==> src/rtl/param_mem_loader.sv <==
// Loads bus words into image banks, then byte-serialises conv and dense weights, then streams the image banks on request.
// Optional feature macro LOADER_RELOAD_IMG_EN: a write in READY reloads only the image banks.
module param_mem_loader #(
  parameter int LANES       = 4,
  parameter int ADDR_W      = 16,
  parameter int IMG_WORDS   = 196,
  parameter int CONV_WORDS  = 3484,
  parameter int DENSE_WORDS = 9395
) (
  input  logic                 i_clk,
  input  logic                 i_reset,
  input  logic                 i_chipselect,
  input  logic                 i_write,
  input  logic [8*LANES-1:0]   i_writedata,
  output logic                 o_waitrequest,
  output logic [ADDR_W-1:0]    o_img_addr,
  output logic [8*LANES-1:0]   o_img_wdata,
  output logic [LANES-1:0]     o_img_we,
  output logic [ADDR_W-1:0]    o_conv_addr,
  output logic [7:0]           o_conv_wdata,
  output logic                 o_conv_we,
  output logic [ADDR_W-1:0]    o_dense_addr,
  output logic [7:0]           o_dense_wdata,
  output logic                 o_dense_we,
  input  logic                 i_rd_start,
  output logic [ADDR_W-1:0]    o_rd_addr,
  output logic                 o_rd_en,
  output logic                 o_rd_valid,
  output logic                 o_load_done,
  output logic                 o_stream_done
);
  localparam int DW   = 8 * LANES;
  localparam int SC_W = $clog2(LANES + 1);
  localparam logic [31:0] IMG_N   = 32'(IMG_WORDS);
  localparam logic [31:0] CONV_N  = 32'(CONV_WORDS);
  localparam logic [31:0] DENSE_N = 32'(DENSE_WORDS);
  localparam logic [ADDR_W-1:0] RD_LAST = ADDR_W'(IMG_WORDS - 1);

`ifdef LOADER_RELOAD_IMG_EN
  localparam bit RELOAD = 1'b1;
`else
  localparam bit RELOAD = 1'b0;
`endif

  typedef enum logic [2:0] {LOAD_IMG, LOAD_CONV, LOAD_DENSE, READY, STREAM} state_t;
  // Empty regions are skipped; with no dense region the conv state drains itself into READY.
  localparam state_t AFTER_IMG  = (CONV_WORDS > 0) ? LOAD_CONV : ((DENSE_WORDS > 0) ? LOAD_DENSE : READY);
  localparam state_t AFTER_CONV = (DENSE_WORDS > 0) ? LOAD_DENSE : LOAD_CONV;

  state_t            r_state, w_state_nxt;
  logic [31:0]       r_word_cnt, w_region_n;
  logic              w_wait, w_accept, w_last_word, w_words_done, w_ser_busy;
  logic              w_img_acc, w_reload_acc, w_ser_acc, w_emit, w_emit_dense;
  logic [7:0]        w_emit_byte;
  logic [DW-1:0]     r_ser_dat;
  logic [SC_W-1:0]   r_ser_cnt;
  logic              r_ser_dense, r_reload, r_load_done;
  logic [ADDR_W-1:0] r_img_ptr, r_conv_ptr, r_dense_ptr;
  logic [ADDR_W-1:0] r_img_addr, r_conv_addr, r_dense_addr, r_rd_addr;
  logic [DW-1:0]     r_img_wdata;
  logic [LANES-1:0]  r_img_we;
  logic [7:0]        r_conv_wdata, r_dense_wdata;
  logic              r_conv_we, r_dense_we, r_rd_valid, r_stream_done;

  always_comb begin
    w_region_n = IMG_N;
    case (r_state)
      LOAD_CONV:  w_region_n = CONV_N;
      LOAD_DENSE: w_region_n = DENSE_N;
      default:    w_region_n = IMG_N;
    endcase
  end

  assign w_last_word  = (w_region_n != 32'd0) && (r_word_cnt == w_region_n - 32'd1);
  assign w_words_done = (r_word_cnt == w_region_n);
  assign w_ser_busy   = (r_ser_cnt != '0);

  // Busy while bytes remain after the one on the bus, so the next word overlaps the last byte.
  always_comb begin
    w_wait = 1'b0;
    case (r_state)
      LOAD_IMG:              w_wait = (IMG_WORDS == 0);
      LOAD_CONV, LOAD_DENSE: w_wait = w_ser_busy || w_words_done;
      READY:                 w_wait = !RELOAD || (IMG_WORDS == 0);
      default:               w_wait = 1'b1;
    endcase
  end

  assign w_accept     = i_chipselect && i_write && !w_wait;
  assign w_reload_acc = w_accept && (r_state == READY);
  assign w_img_acc    = (w_accept && (r_state == LOAD_IMG)) || w_reload_acc;
  assign w_ser_acc    = w_accept && ((r_state == LOAD_CONV) || (r_state == LOAD_DENSE));
  assign w_emit       = w_ser_acc || w_ser_busy;
  assign w_emit_byte  = w_ser_acc ? i_writedata[DW-1 -: 8] : r_ser_dat[DW-1 -: 8];
  assign w_emit_dense = w_ser_acc ? (r_state == LOAD_DENSE) : r_ser_dense;

  always_comb begin
    w_state_nxt = r_state;
    case (r_state)
      LOAD_IMG:
        if ((IMG_WORDS == 0) || (w_accept && w_last_word))
          w_state_nxt = r_reload ? READY : AFTER_IMG;
      LOAD_CONV:
        if (w_accept && w_last_word) w_state_nxt = AFTER_CONV;
        else if (w_words_done && !w_ser_busy) w_state_nxt = READY;
      LOAD_DENSE:
        if (w_words_done && !w_ser_busy) w_state_nxt = READY;
      READY:
        if (w_reload_acc) w_state_nxt = (IMG_WORDS == 1) ? READY : LOAD_IMG;
        else if (i_rd_start && (IMG_WORDS > 0)) w_state_nxt = STREAM;
      STREAM:
        if (r_rd_addr == RD_LAST) w_state_nxt = READY;
      default: w_state_nxt = LOAD_IMG;
    endcase
  end

  always_ff @(posedge i_clk or posedge i_reset) begin
    if (i_reset) begin
      r_state     <= LOAD_IMG;
      r_word_cnt  <= '0;
      r_reload    <= 1'b0;
      r_load_done <= 1'b0;
    end else begin
      r_state <= w_state_nxt;
      if (w_reload_acc) r_word_cnt <= 32'd1;
      else if (w_state_nxt != r_state) r_word_cnt <= '0;
      else if (w_accept) r_word_cnt <= r_word_cnt + 32'd1;
      if (w_state_nxt == READY) r_reload <= 1'b0;
      else if (w_reload_acc) r_reload <= 1'b1;
      r_load_done <= (w_state_nxt == READY) || (w_state_nxt == STREAM);
    end
  end

  always_ff @(posedge i_clk or posedge i_reset) begin
    if (i_reset) begin
      r_img_ptr   <= '0;
      r_img_addr  <= '0;
      r_img_wdata <= '0;
      r_img_we    <= '0;
    end else begin
      r_img_we <= w_img_acc ? '1 : '0;
      if (w_img_acc) begin
        r_img_wdata <= i_writedata;
        r_img_addr  <= w_reload_acc ? '0 : r_img_ptr;
        r_img_ptr   <= w_reload_acc ? ADDR_W'(1) : r_img_ptr + ADDR_W'(1);
      end
    end
  end

  // The MSB byte goes out straight from the bus word; the remainder is shifted out of r_ser_dat.
  always_ff @(posedge i_clk or posedge i_reset) begin
    if (i_reset) begin
      r_ser_dat   <= '0;
      r_ser_cnt   <= '0;
      r_ser_dense <= 1'b0;
    end else if (w_ser_acc) begin
      r_ser_dat   <= i_writedata << 8;
      r_ser_cnt   <= SC_W'(LANES - 1);
      r_ser_dense <= (r_state == LOAD_DENSE);
    end else if (w_ser_busy) begin
      r_ser_dat <= r_ser_dat << 8;
      r_ser_cnt <= r_ser_cnt - SC_W'(1);
    end
  end

  always_ff @(posedge i_clk or posedge i_reset) begin
    if (i_reset) begin
      r_conv_ptr    <= '0;
      r_conv_addr   <= '0;
      r_conv_wdata  <= '0;
      r_conv_we     <= 1'b0;
      r_dense_ptr   <= '0;
      r_dense_addr  <= '0;
      r_dense_wdata <= '0;
      r_dense_we    <= 1'b0;
    end else begin
      r_conv_we  <= w_emit && !w_emit_dense;
      r_dense_we <= w_emit && w_emit_dense;
      if (w_emit && !w_emit_dense) begin
        r_conv_wdata <= w_emit_byte;
        r_conv_addr  <= r_conv_ptr;
        r_conv_ptr   <= r_conv_ptr + ADDR_W'(1);
      end
      if (w_emit && w_emit_dense) begin
        r_dense_wdata <= w_emit_byte;
        r_dense_addr  <= r_dense_ptr;
        r_dense_ptr   <= r_dense_ptr + ADDR_W'(1);
      end
    end
  end

  always_ff @(posedge i_clk or posedge i_reset) begin
    if (i_reset) begin
      r_rd_addr     <= '0;
      r_rd_valid    <= 1'b0;
      r_stream_done <= 1'b0;
    end else begin
      r_rd_addr     <= ((r_state == STREAM) && (w_state_nxt == STREAM)) ? r_rd_addr + ADDR_W'(1) : '0;
      r_rd_valid    <= (r_state == STREAM);
      r_stream_done <= (r_state == STREAM) && (r_rd_addr == RD_LAST);
    end
  end

  assign o_waitrequest = w_wait;
  assign o_img_addr    = r_img_addr;
  assign o_img_wdata   = r_img_wdata;
  assign o_img_we      = r_img_we;
  assign o_conv_addr   = r_conv_addr;
  assign o_conv_wdata  = r_conv_wdata;
  assign o_conv_we     = r_conv_we;
  assign o_dense_addr  = r_dense_addr;
  assign o_dense_wdata = r_dense_wdata;
  assign o_dense_we    = r_dense_we;
  assign o_rd_addr     = r_rd_addr;
  assign o_rd_en       = (r_state == STREAM);
  assign o_rd_valid    = r_rd_valid;
  assign o_load_done   = r_load_done;
  assign o_stream_done = r_stream_done;
endmodule

==> config.mk <==
export PLATFORM = sky130hd
export DESIGN_NAME = param_mem_loader
export DESIGN_NICKNAME = d
export VERILOG_FILES = /design/src/rtl/param_mem_loader.sv
export SDC_FILE = /design/constraint.sdc
export NUM_CORES = 1
export LEC_CHECK = 0
export ABC_CLOCK_PERIOD_IN_PS = 14350
export CAP_MARGIN = 10
export CORE_ASPECT_RATIO = 1.75
export CORE_MARGIN = 2
export CORE_UTILIZATION = 27
export DETAILED_ROUTE_END_ITERATION = 10
export GPL_ROUTABILITY_DRIVEN = 0
export PLACE_DENSITY = 0.44
export RECOVER_POWER = 25
export SLEW_MARGIN = 20
export SYNTH_ARGS = -nofsm -noshare
export SYNTH_HDL_FRONTEND = slang
export SYNTH_SLANG_ARGS = --single-unit
==> constraint.sdc <==
create_clock -name i_clk -period 14.35 [get_ports i_clk]
set_clock_uncertainty 0.1 [all_clocks]
set_input_delay 2.87 -clock i_clk [delete_from_list [all_inputs] [get_ports i_clk]]
set_output_delay 2.87 -clock i_clk [all_outputs]
set_load 0.01 [all_outputs]
======== Word-level counts from Yosys, hierarchy flattened ========
Cells that the tools add are included.
word-level totals
  memory bits (writable) .................. 0
  memories ................................ 0
  output and inout bits ................... 123
  register bits after elaboration ......... 241
  memory bits (read-only) ................. 0
  word-level logic and storage cells ...... 91
  bits in latches ......................... 0
operators by class
  $mul .................................... 0
  $lt $le $gt $ge ......................... 0
  div/mod/pow operators ................... 0
  shifts and indexed selects .............. 0
  eq/ne operators ......................... 10
  add/sub/neg operators ................... 7
  bitwise operators ....................... 0
  reduce and logical (&&, ||, !) cells .... 27
  muxes and demuxes ....................... 25
operators with widths
  operator                                                               count
  32-bit 2-to-1 mux                                                      5
  16-bit by 1-bit adder with 16-bit output (second input constant)       4
  32-bit == test                                                         2
  16-bit 2-to-1 mux                                                      3
  32-bit by 1-bit adder with 32-bit output (second input constant)       1
  32-bit nonzero test                                                    1
  32-bit by 1-bit subtractor with 32-bit output (second input constant)  1
  14-bit case mux with 2 select lines                                    1
  3-bit 2-to-1 mux                                                       8
  16-bit by 8-bit == test with 1-bit output (second input constant)      1
  3-bit case mux with 5 select lines                                     1
  1-bit logical AND                                                      12
  3-bit by 2-bit == test with 1-bit output (second input constant)       3
  8-bit 2-to-1 mux                                                       1
  3-bit == test (second input constant)                                  2
  3-bit nonzero test                                                     2
  1-bit logical OR                                                       5
  4-bit 2-to-1 mux                                                       1
  2-bit nonzero test                                                     2
  3-bit by 1-bit == test with 1-bit output (second input constant)       1
  1-bit logical NOT                                                      3
  3-bit logical NOT                                                      1
  1-bit 2-to-1 mux                                                       3
  3-bit != test                                                          1
  4 further kinds                                                        4

======== Depth between registers and ports, before layout ========
Gate-level depths: netlist of run 1.
  depth in word-level cells ............... 13
  gate-level depth with buffers ........... 13
  mapped depth without buffers ............ 10

======== Worst setup path after synthesis of run 1 ========
OpenSTA, ideal clock, no wires.
  kind .................................... reg-to-output
  from .................................... reg r_state[1]
  to ...................................... out o_waitrequest
  arrival time ............................ 1.835 ns
  path buffers ............................ 1
  required time ........................... 11.380 ns
  cell stages (with the launch flop) ...... 7
  path slack .............................. 9.545 ns
  cells stage by stage .................... dfrtp_1 buf_2 xnor2_1 or4b_4 a32oi_4 nand4_4 a21oi_1
between the ends
  cells in the longest elaborated chain, start to end .. 5
ends and longest elaborated chain
  item                                                                                                  line    RTL
  from (decl)                                                                                           50      state_t r_state, w_state_nxt;
  from (signal assigned)                                                                                124     r_state <= w_state_nxt;
  3-bit by 2-bit == test with 1-bit output or 3-bit by 1-bit == test with 1-bit output (tied branches)  67, 81
  14-bit case mux with 2 select lines                                                                   67      case (r_state)
  32-bit == test                                                                                        75      assign w_words_done = (r_word_cnt == w_region_n);
  1-bit logical OR                                                                                      83      LOAD_CONV, LOAD_DENSE: w_wait = w_ser_busy || w_words_done;
  1-bit case mux with 2 select lines (*)                                                                81      case (r_state)
  to (decl)                                                                                             15      output logic o_waitrequest,
Every way passes the cells marked *; elsewhere a longest branch is shown, timed or not.

======== Final worst setup path of run 1 ========
  from .................................... in i_write
  to ...................................... reg r_img_ptr[15]
between the ends
  cells in the longest elaborated chain, start to end .. 4
ends and longest elaborated chain
  item                                                   line     RTL
  from (decl)                                            13       input logic i_write,
  1-bit logical AND (*) (2 in a row)                     89       assign w_accept = i_chipselect && i_write && !w_wait;
  1-bit logical AND, on equally long branches            90, 91
  16-bit 2-to-1 mux or 1-bit logical OR (tied branches)  145, 91
  to (signal assigned)                                   145      r_img_ptr <= w_reload_acc ? ADDR_W'(1) : r_img_ptr + ADDR_W'(1);
  to (decl)                                              58       logic [ADDR_W-1:0] r_img_ptr, r_conv_ptr, r_dense_ptr;
Marked as above.
A chain may end at the register's enable or synchronous reset.

==> results.json, run 1 <==
{
  "clk_latency_ns": 0.53,
  "synth_edf_count": 0,
  "required_ns": 14.70,
  "finalSetupTns_ns": 0,
  "postCtsSetupBuffers": 0,
  "cp-end-kind": "flip-flop",
  "path_depth": 9,
  "outcome": "complete, but fails checks",
  "cts_root_buf": "clkbuf_16",
  "grt_use_total_pct": 14.05,
  "core_area_mm2": 0.03752,
  "synth_seq_cells": 230,
  "wirelength_mm": 27.61,
  "post_cts_resized": 0,
  "rows": 94,
  "critical-path-slowest-cell": "inv_2",
  "ir_drop_uv": 61.84,
  "clock_sinks": 230,
  "min_period_ns": 7.270,
  "worstSetupPathType": "input port to flip-flop",
  "timing.slew.headroom_pct": -260.4,
  "final_cells": 1667,
  "place_inst": 1625,
  "design_area_mm2": 0.01301,
  "synthFlopType": "dfrtp_1",
  "syn_to_final_growth_pct": 27.14,
  "htree_levels": 1,
  "avgSynthCellArea_um2": 9.916,
  "crit_chain": "dlygate4sd3_1, and2_0, nand2_1, inv_2, nand4_1, nor2_1, nand4_1, nor3_1, xor2_1",
  "wl_per_cell_um": 16.56,
  "cts_tree": "built",
  "report.final.slew_viol_count": 225,
  "powerDensity_mw_per_mm2": 112.9,
  "grt_pass1_wl_mm": 43.95,
  "grt_overflow": 0,
  "holdBufCountCts": 0,
  "yosys_warnings": 0,
  "violations": "max-capacitance violations, max-slew violations",
  "clk_pin_slew_ns": 0.06,
  "dieArea_mm2": 0.03954,
  "crit_path_end": "r_img_ptr[15]",
  "cts_inserted_buffers": 25,
  "fin_crit_sh_pct": 50.66,
  "critical_path.max_stage_delay_ns": 1.28,
  "num_io_pins": 160,
  "initialDrtViolationCount": 254,
  "r2r-end": "o_dense_wdata[2]",
  "cpMostUsedCell": "nand4_1",
  "total_power_mw": 1.469,
  "hold_violations": 0,
  "hpwlAfterDp_mm": 19.15,
  "grt_start_max_net_pins": 121,
  "synth_area_mm2": 0.01023,
  "grt_pass1_vias": 7869,
  "finalSetupViolations": 0,
  "rsz0062_at_grt": "no",
  "nFillCells": 3874,
  "num_antenna_cells": 0,
  "async_flop_share_pct": 100.0,
  "yosysSeqAreaShare_pct": 56.24,
  "worstRegToRegCells": 9,
  "die_x_um": 151.2,
  "synthDistinctLibCells": 56,
  "leakage_nw": 6.014,
  "initial_core_util_pct": 27.28,
  "r2r_slack_ns": 9.41,
  "tightest_slew_ns": 5.377,
  "cp.arrival_ns": 7.62,
  "ant_nets": 0,
  "placed_cell_area_mm2": 0.01226,
  "worst_setup_path_start_kind": "input port",
  "fin_nets": 1216,
  "startpoint": "i_write",
  "drtPass1Iterations": 4,
  "drv_cap": 3,
  "antenna_found_initial": 0,
  "viasPerCell": 4.555,
  "hold_class": "flip-flop to flip-flop",
  "reg2reg_from": "r_ser_cnt[0]",
  "drc": 0,
  "drive_above_1_share_pct": 6.318,
  "die_y_um": 261.5,
  "vias": 7594,
  "portBuffers": 159,
  "cp_top_family": "simple AND/OR/NAND/NOR gates",
  "clk_path_buf_depth": 3,
  "syn_nets": 1076,
  "max_freq_mhz": 137.6,
  "worst-path-max-fanout": 55,
  "synthCells": 1032,
  "crit_buf_inv": 2
}
area by class of cell:
cell class / instances / area, um2 / share of cell area, %
clock inverter: 6 / 63.81 / 0.4904
tap: 480 / 600.6 / 4.616
inverter: 19 / 72.57 / 0.5577
sequential: 230 / 5756 / 44.24
multi-input combinational: 731 / 4192 / 32.21
timing repair buffer: 165 / 1630 / 12.53
clock buffer: 36 / 696.9 / 5.356
how the worst min path moves through the flow:
stage                                 from                to  slack, ns  depth (start not counted)
final                      o_dense_addr[6]   o_dense_addr[6]       0.37                          2
after global routing       o_dense_addr[4]   o_dense_addr[4]       0.39                          2
after CTS                    r_img_ptr[15]     r_img_ptr[15]       0.37                          1
after detailed placement  o_dense_addr[14]  o_dense_addr[14]       0.36                          2
after global placement      o_img_wdata[6]    o_img_wdata[6]       0.36                          2
after floorplan             r_conv_ptr[15]    r_conv_ptr[15]       0.34                          1
per-stage QoR:
stage,setup WS [ns],hold slack [ns],util [%]
6_report,7.080,0.3660,34.68
5_1_grt,6.288,0.3947,34.68
4_1_cts,7.877,0.3729,34.71
3_5_place_dp,7.357,0.3603,32.69
3_3_place_gp,7.193,0.3570,32.67
2_1_floorplan,5.075,0.3393,-
power breakdown:
| part | internal [mW] | total, mW | switching, mW | leakage [nW] |
|---|---|---|---|---|
| logic | 0.0663 | 0.134 | 0.0673 | 2.55 |
| registers | 0.681 | 0.718 | 0.0366 | 3.09 |
| clock network | 0.354 | 0.618 | 0.264 | 0.366 |
synth_stat cells, types with 19 or more instances:
cell / count / share of area, %
nand2_1: 268 / 9.8
dfrtp_1: 230 / 56
nor2_1: 73 / 2.7
nand3_1: 42 / 2.1
xnor2_1: 41 / 3.5
xor2_1: 41 / 3.5
o21ai_0: 33 / 1.6
a21oi_1: 32 / 1.6
clkbuf_1: 28 / 1.0
nand4_1: 25 / 1.5
mux2i_1: 23 / 2.2
and3_1: 19 / 1.2
worst reg2reg max path: cells and delay by family (launching register included):
family,cells,cell delay (ns)
flip-flops,1,0.39
AO/OA/AOI/OAI,1,0.26
adder cells (fa/ha/maj),2,0.92
multiplexers,1,0.54
buffers and inverters,3,1.99
AND/OR/NAND/NOR,2,0.65
kinds of logic after synthesis:
logic type	Yosys count	synth area share (%)
buf+inv	71	3.020
mux	41	4.230
fa+ha+maj	7	0.8558
flops	230	56.24
simple gates	516	23.47
compound gates	85	5.160
xor+xnor	82	7.018
cells in the final DEF (no fill, tap or decap), types with 3 or more instances in the layout:
cell type        instances
nand3_1                 42
nor4_1                  11
clkbuf_8                 3
nor4b_1                  4
nor2b_1                  5
a21oi_1                 32
mux2_2                  18
or3_1                   12
dlygate4sd3_1            3
and4_1                   7
xnor2_1                 41
nor2_1                  73
dfrtp_1                230
and3_1                  18
nand2_1                268
buf_4                    4
o21ai_0                 33
clkbuf_16               25
nor3_1                  17
nand4_1                 25
inv_1                   16
clkdlybuf4s50_1        156
nand2b_1                 3
nor3b_1                 10
xor2_1                  41
mux2i_1                 23
clkbuf_1                 9
ha_1                     6
and2_1                   3
metal layers:
layer | global-route usage, % | wire length (um) | vias to the layer above
li1 | - | - | 3733
met1 | 16.39 | 10970 | 3704
met2 | 26.34 | 15020 | 129
met3 | 2.334 | 1166 | 28
met4 | 3.634 | 450 | 0
met5 | 0 | 0 | -
(Power assumes the default switching activity.)
==> run 2: changes to the inputs <==
ABC_CLOCK_PERIOD_IN_PS = 7500   (was 14350)
clock period = 7.5 ns   (was 14.35 ns; I/O delays follow)
==> results.json, run 2 (same netlist as run 1, synthesis figures left out) <==
{
  "outcome": "complete, but fails checks",
  "violations": "max-capacitance violations, max-slew violations",
  "die_y_um": 261.5,
  "multi_input_comb_area_mm2": 0.004194,
  "total_power_mw": 2.766,
  "ir_drop_uv": 109.1,
  "clk_pin_slew_ns": 0.06,
  "hold_violations": 0,
  "wl_per_cell_um": 16.53,
  "portBuffers": 159,
  "core_area_mm2": 0.03752,
  "postCtsSetupBuffers": 0,
  "ant_nets": 0,
  "cp-end-kind": "asynchronous set/reset pin",
  "initial_core_util_pct": 27.28,
  "drv_cap": 1,
  "viasPerCell": 4.591,
  "drtPass1Iterations": 4,
  "r2r-end": "r_word_cnt[14]",
  "num_io_pins": 160,
  "utilization_pct": 34.66,
  "cts_root_buf": "clkbuf_16",
  "final_cell_mix": "nand2_1 (267), dfrtp_1 (230), clkdlybuf4s50_1 (158), nor2_1 (73), nand3_1 (42)",
  "crit_path_end": "o_img_wdata[24]",
  "vias": 7648,
  "grt_pass1_vias": 7727,
  "htree_levels": 1,
  "finalSetupTns_ns": 0,
  "reg2reg_from": "r_ser_cnt[0]",
  "report.final.slew_viol_count": 85,
  "clk_latency_ns": 0.52,
  "syn_to_final_growth_pct": 27.07,
  "grt_util_met2_pct": 25.93,
  "grt_pass1_wl_mm": 43.46,
  "critical-path-slowest-cell": "clkbuf_2",
  "worst_setup_path_start_kind": "input port",
  "grt_start_max_net_pins": 105,
  "max_freq_mhz": 187.4,
  "crit_chain": "dlygate4sd3_1, clkinvlp_2, clkbuf_1, clkbuf_2",
  "grt_use_total_pct": 13.98,
  "required_ns": 7.61,
  "fin_crit_sh_pct": 71.15,
  "fin_nets": 1216,
  "hpwlAfterDp_mm": 19.06,
  "dieArea_mm2": 0.03954,
  "wirelength_mm": 27.54,
  "drc": 0,
  "post_cts_resized": 0,
  "mostFrequentLayoutCell": "nand2_1",
  "timing.slew.headroom_pct": -40.52,
  "antenna_found_initial": 1,
  "grt_overflow": 0,
  "die_x_um": 151.2,
  "cts_inserted_buffers": 24,
  "grt-busiest-layer": "met2",
  "cp.arrival_ns": 5.45,
  "rsz0062_at_grt": "no",
  "tightest_slew_ns": 2.108,
  "drive_above_1_share_pct": 6.582,
  "worst-path-max-fanout": 84,
  "initialDrtViolationCount": 291,
  "seq_area_mm2": 0.005756,
  "cts_tree": "built",
  "clk_path_buf_depth": 3,
  "leakage_nw": 6.017,
  "clock_sinks": 230,
  "startpoint": "i_reset",
  "powerDensity_mw_per_mm2": 212.7,
  "nFillCells": 3836,
  "holdBufCountCts": 0,
  "critical_path.max_stage_delay_ns": 1.64,
  "worstRegToRegCells": 10,
  "grtUsageMet3_pct": 2.300,
  "r2r_slack_ns": 3.51,
  "rows": 94,
  "worstSetupPathType": "input port to asynchronous set/reset pin",
  "hold_class": "flip-flop to flip-flop",
  "finalSetupViolations": 0,
  "grt_util_met1_pct": 16.05,
  "min_period_ns": 5.336
}
## run 2: changes by cell type in the layout (fill, tap and decap cells not counted), sizes merged
cell / delta
inv: -1
clkbuf: -1
clkinv: +3
clkdlybuf4s50: +2
bufinv: -1
dlygate4sd3: -2
buf: -1
diode: +1
clkinvlp: -1
## run 2: worst min path at each step
| stage | endpoint | cells past startpoint | startpoint |
|---|---|---|---|
| 5_1_grt | r_img_ptr[15] | 1 | r_img_ptr[15] |
| 6_report | o_dense_addr[10] | 2 | o_dense_addr[10] |
| 3_3_place_gp | o_dense_addr[10] | 2 | o_dense_addr[10] |
| 3_5_place_dp | r_img_ptr[15] | 1 | r_img_ptr[15] |
| 4_1_cts | r_img_ptr[15] | 1 | r_img_ptr[15] |
| 2_1_floorplan | r_conv_ptr[15] | 1 | r_conv_ptr[15] |
## run 2: power by group
group / switching (mW) / total (mW) / leakage [nW] / internal [mW]
combinational: 0.130 / 0.257 / 2.56 / 0.127
sequential: 0.0693 / 1.37 / 3.09 / 1.30
clock: 0.495 / 1.14 / 0.361 / 0.642
total: 0.694 / 2.77 / 6.02 / 2.07
## run 2: layout make-up
cell class	count	area share (%)
clock inverters	6	0.2502
flip-flops and latches	230	44.26
diodes	1	0.01924
repair buffers	166	12.69
inverters	19	0.5581
multi-input cells	731	32.25
clock buffers	33	5.350
well taps	480	4.619
## run 2: per-stage QoR
| stage | instance area, um2 | worst slack (ns) | instances | hold slack (ns) |
|---|---|---|---|---|
| after floorplan | 10240 | 2.892 | 1032 | 0.3393 |
| after global placement | 12280 | 2.285 | 1624 | 0.3545 |
| after detailed placement | 12280 | 2.254 | 1624 | 0.3577 |
| after CTS | 13010 | 2.369 | 1663 | 0.3720 |
| after global routing | 13000 | 1.343 | 1666 | 0.3855 |
| final | 13000 | 2.164 | 1666 | 0.3648 |
## run 2: worst max-delay path, delay by kind of cell
family,cells,cell delay (ns)
buf+inv,4,3.84
## run 2: layer usage
layer / up-vias / wire length, um
li1: 3746 / -
met1: 3710 / 10720
met2: 148 / 14840
met3: 44 / 1251
met4: 0 / 724
met5: - / 0
==> run 3: changes to the inputs <==
ABC_CLOCK_PERIOD_IN_PS = 5200   (was 7500)
clock period = 5.2 ns   (was 7.5 ns; I/O delays follow)
==> results.json, run 3 (same netlist as run 1, synthesis figures left out) <==
{
  "internal_power_mw": 2.988,
  "place_inst": 1629,
  "p_seq_share_pct": 49.8,
  "initial_core_util_pct": 27.28,
  "grtUsageMet3_pct": 2.125,
  "initialDrtViolationCount": 209,
  "crit_chain": "nor3b_2, nand4b_1, a32oi_4, nand4_4, a21oi_1, clkdlybuf4s50_1",
  "wl_per_cell_um": 16.47,
  "required_ns": 4.06,
  "grt_pass1_vias": 7783,
  "htree_levels": 1,
  "r2r-end": "o_conv_wdata[2]",
  "syn_to_final_growth_pct": 27.03,
  "grt-busiest-layer": "met2",
  "finalSetupTns_ns": 0,
  "wirelength_mm": 27.43,
  "whs_endpoint": "o_dense_addr[6]",
  "finalSetupViolations": 0,
  "portBuffers": 159,
  "fin_crit_sh_pct": 86.91,
  "swShare_pct": 24.64,
  "post_cts_resized": 0,
  "cp-end-kind": "primary output",
  "postCtsSetupBuffers": 0,
  "cts_inserted_buffers": 23,
  "cts_tree": "built",
  "grt_use_total_pct": 13.93,
  "grt_start_max_net_pins": 103,
  "grt_util_met2_pct": 25.88,
  "worstRegToRegCells": 6,
  "hpwlAfterDp_mm": 19.20,
  "mostFrequentLayoutCell": "nand2_1",
  "num_antenna_cells": 0,
  "rsz0062_at_grt": "no",
  "clk_latency_ns": 0.53,
  "die_y_um": 261.5,
  "antenna_found_initial": 0,
  "cp.arrival_ns": 3.38,
  "grt_pass1_wl_mm": 43.59,
  "nFillCells": 3884,
  "clk_path_buf_depth": 3,
  "drive_above_1_share_pct": 6.160,
  "cp_top_family": "simple AND/OR/NAND/NOR gates",
  "cts_root_buf": "clkbuf_16",
  "tightest_slew_ns": 2.491,
  "timing.slew.headroom_pct": -66.08,
  "max_freq_mhz": 221.3,
  "startpoint": "r_state[1]",
  "clock_sinks": 230,
  "setup_ws_ns": 0.6808,
  "grt_overflow": 0,
  "hold_depth": 2,
  "num_io_pins": 160,
  "min_from": "o_dense_addr[6]",
  "reg2reg_from": "r_state[1]",
  "hold_ws_ns": 0.3649,
  "ir_drop_uv": 202.3,
  "critical-path-slowest-cell": "dfrtp_1",
  "grt_util_met1_pct": 16.64,
  "crit_buf_inv": 1,
  "fin_nets": 1218,
  "dieArea_mm2": 0.03954,
  "powerDensity_mw_per_mm2": 305.1,
  "violations": "max-capacitance violations, max-slew violations",
  "hold_class": "flip-flop to flip-flop",
  "clk_pin_slew_ns": 0.06,
  "drv_cap": 2,
  "viasPerCell": 4.577,
  "final_cells": 1665,
  "pwr-share-comb_pct": 9.4,
  "worstSetupPathType": "flip-flop to primary output",
  "dp_slack_ns": 1.276,
  "p_clk_share_pct": 40.8,
  "critical_path.max_stage_delay_ns": 0.66,
  "die_x_um": 151.2,
  "final_cell_mix": "nand2_1 (267), dfrtp_1 (230), clkdlybuf4s50_1 (157), nor2_1 (73), nand3_1 (42)",
  "ant_nets": 0,
  "worst_setup_path_start_kind": "flip-flop",
  "drtPass1Iterations": 4,
  "hold_violations": 0,
  "holdBufCountCts": 0,
  "rows": 94,
  "report.final.slew_viol_count": 85,
  "worst-path-max-fanout": 18,
  "min_period_ns": 4.519,
  "r2r_slack_ns": 1.72,
  "leakage_nw": 6.010,
  "vias": 7621,
  "core_area_mm2": 0.03752,
  "outcome": "complete, but fails checks",
  "drc": 0,
  "switchingPower_uw": 977.3
}
-- run 3: worst max-delay path by stage --
| stage | to | slack (ns) | cells past startpoint |
|---|---|---|---|
| 4_1_cts | o_waitrequest | 0.68 | 6 |
| 5_1_grt | o_waitrequest | 0.43 | 6 |
| 2_1_floorplan | o_conv_addr[0] | 1.05 | 1 |
| 3_3_place_gp | o_waitrequest | 1.33 | 6 |
| 6_report | o_waitrequest | 0.68 | 6 |
| 3_5_place_dp | o_waitrequest | 1.28 | 6 |
-- run 3: layer usage --
layer	vias to the layer above	wire [um]
met4	0	411
met5	-	0
li1	3733	-
met2	122	14840
met1	3742	11100
met3	24	1076
-- run 3: power by group through the flow --
stage	logic (mW)	clock network, mW	registers (mW)
final	0.372	1.62	1.98
after global routing	0.417	1.75	1.99
after CTS	0.382	1.68	1.98
after detailed placement	0.380	0	2.01
after global placement	0.378	0	2.01
after floorplan	0.171	0	2.01
-- run 3: stage by stage --
stage	util [%]	total power, mW	instance area [um2]
final	34.65	3.966	13000
after global routing	34.65	4.160	13000
after CTS	34.67	4.042	13010
after detailed placement	32.82	2.391	12310
after global placement	32.81	2.389	12310
after floorplan	-	2.177	10240
-- run 3: final cells by class --
| cell class | count | area [um2] | share of cell area [%] |
|---|---|---|---|
| Multi-Input combinational cell | 731 | 4194 | 32.26 |
| Inverter | 19 | 72.57 | 0.5582 |
| Tap cell | 480 | 600.6 | 4.620 |
| Sequential cell | 230 | 5756 | 44.27 |
| Clock buffer | 33 | 623.1 | 4.793 |
| Timing Repair Buffer | 169 | 1685 | 12.96 |
| Clock inverter | 3 | 68.82 | 0.5294 |
-- run 3: worst reg2reg max path, cell delays in order, from the launching register on --
cell     delay (ns)
dfrtp_1        0.66
nor3b_2        0.58
mux2_2         0.46
nand4_4        0.19
and3_2         0.69
mux2i_1        0.52
a21oi_1        0.12
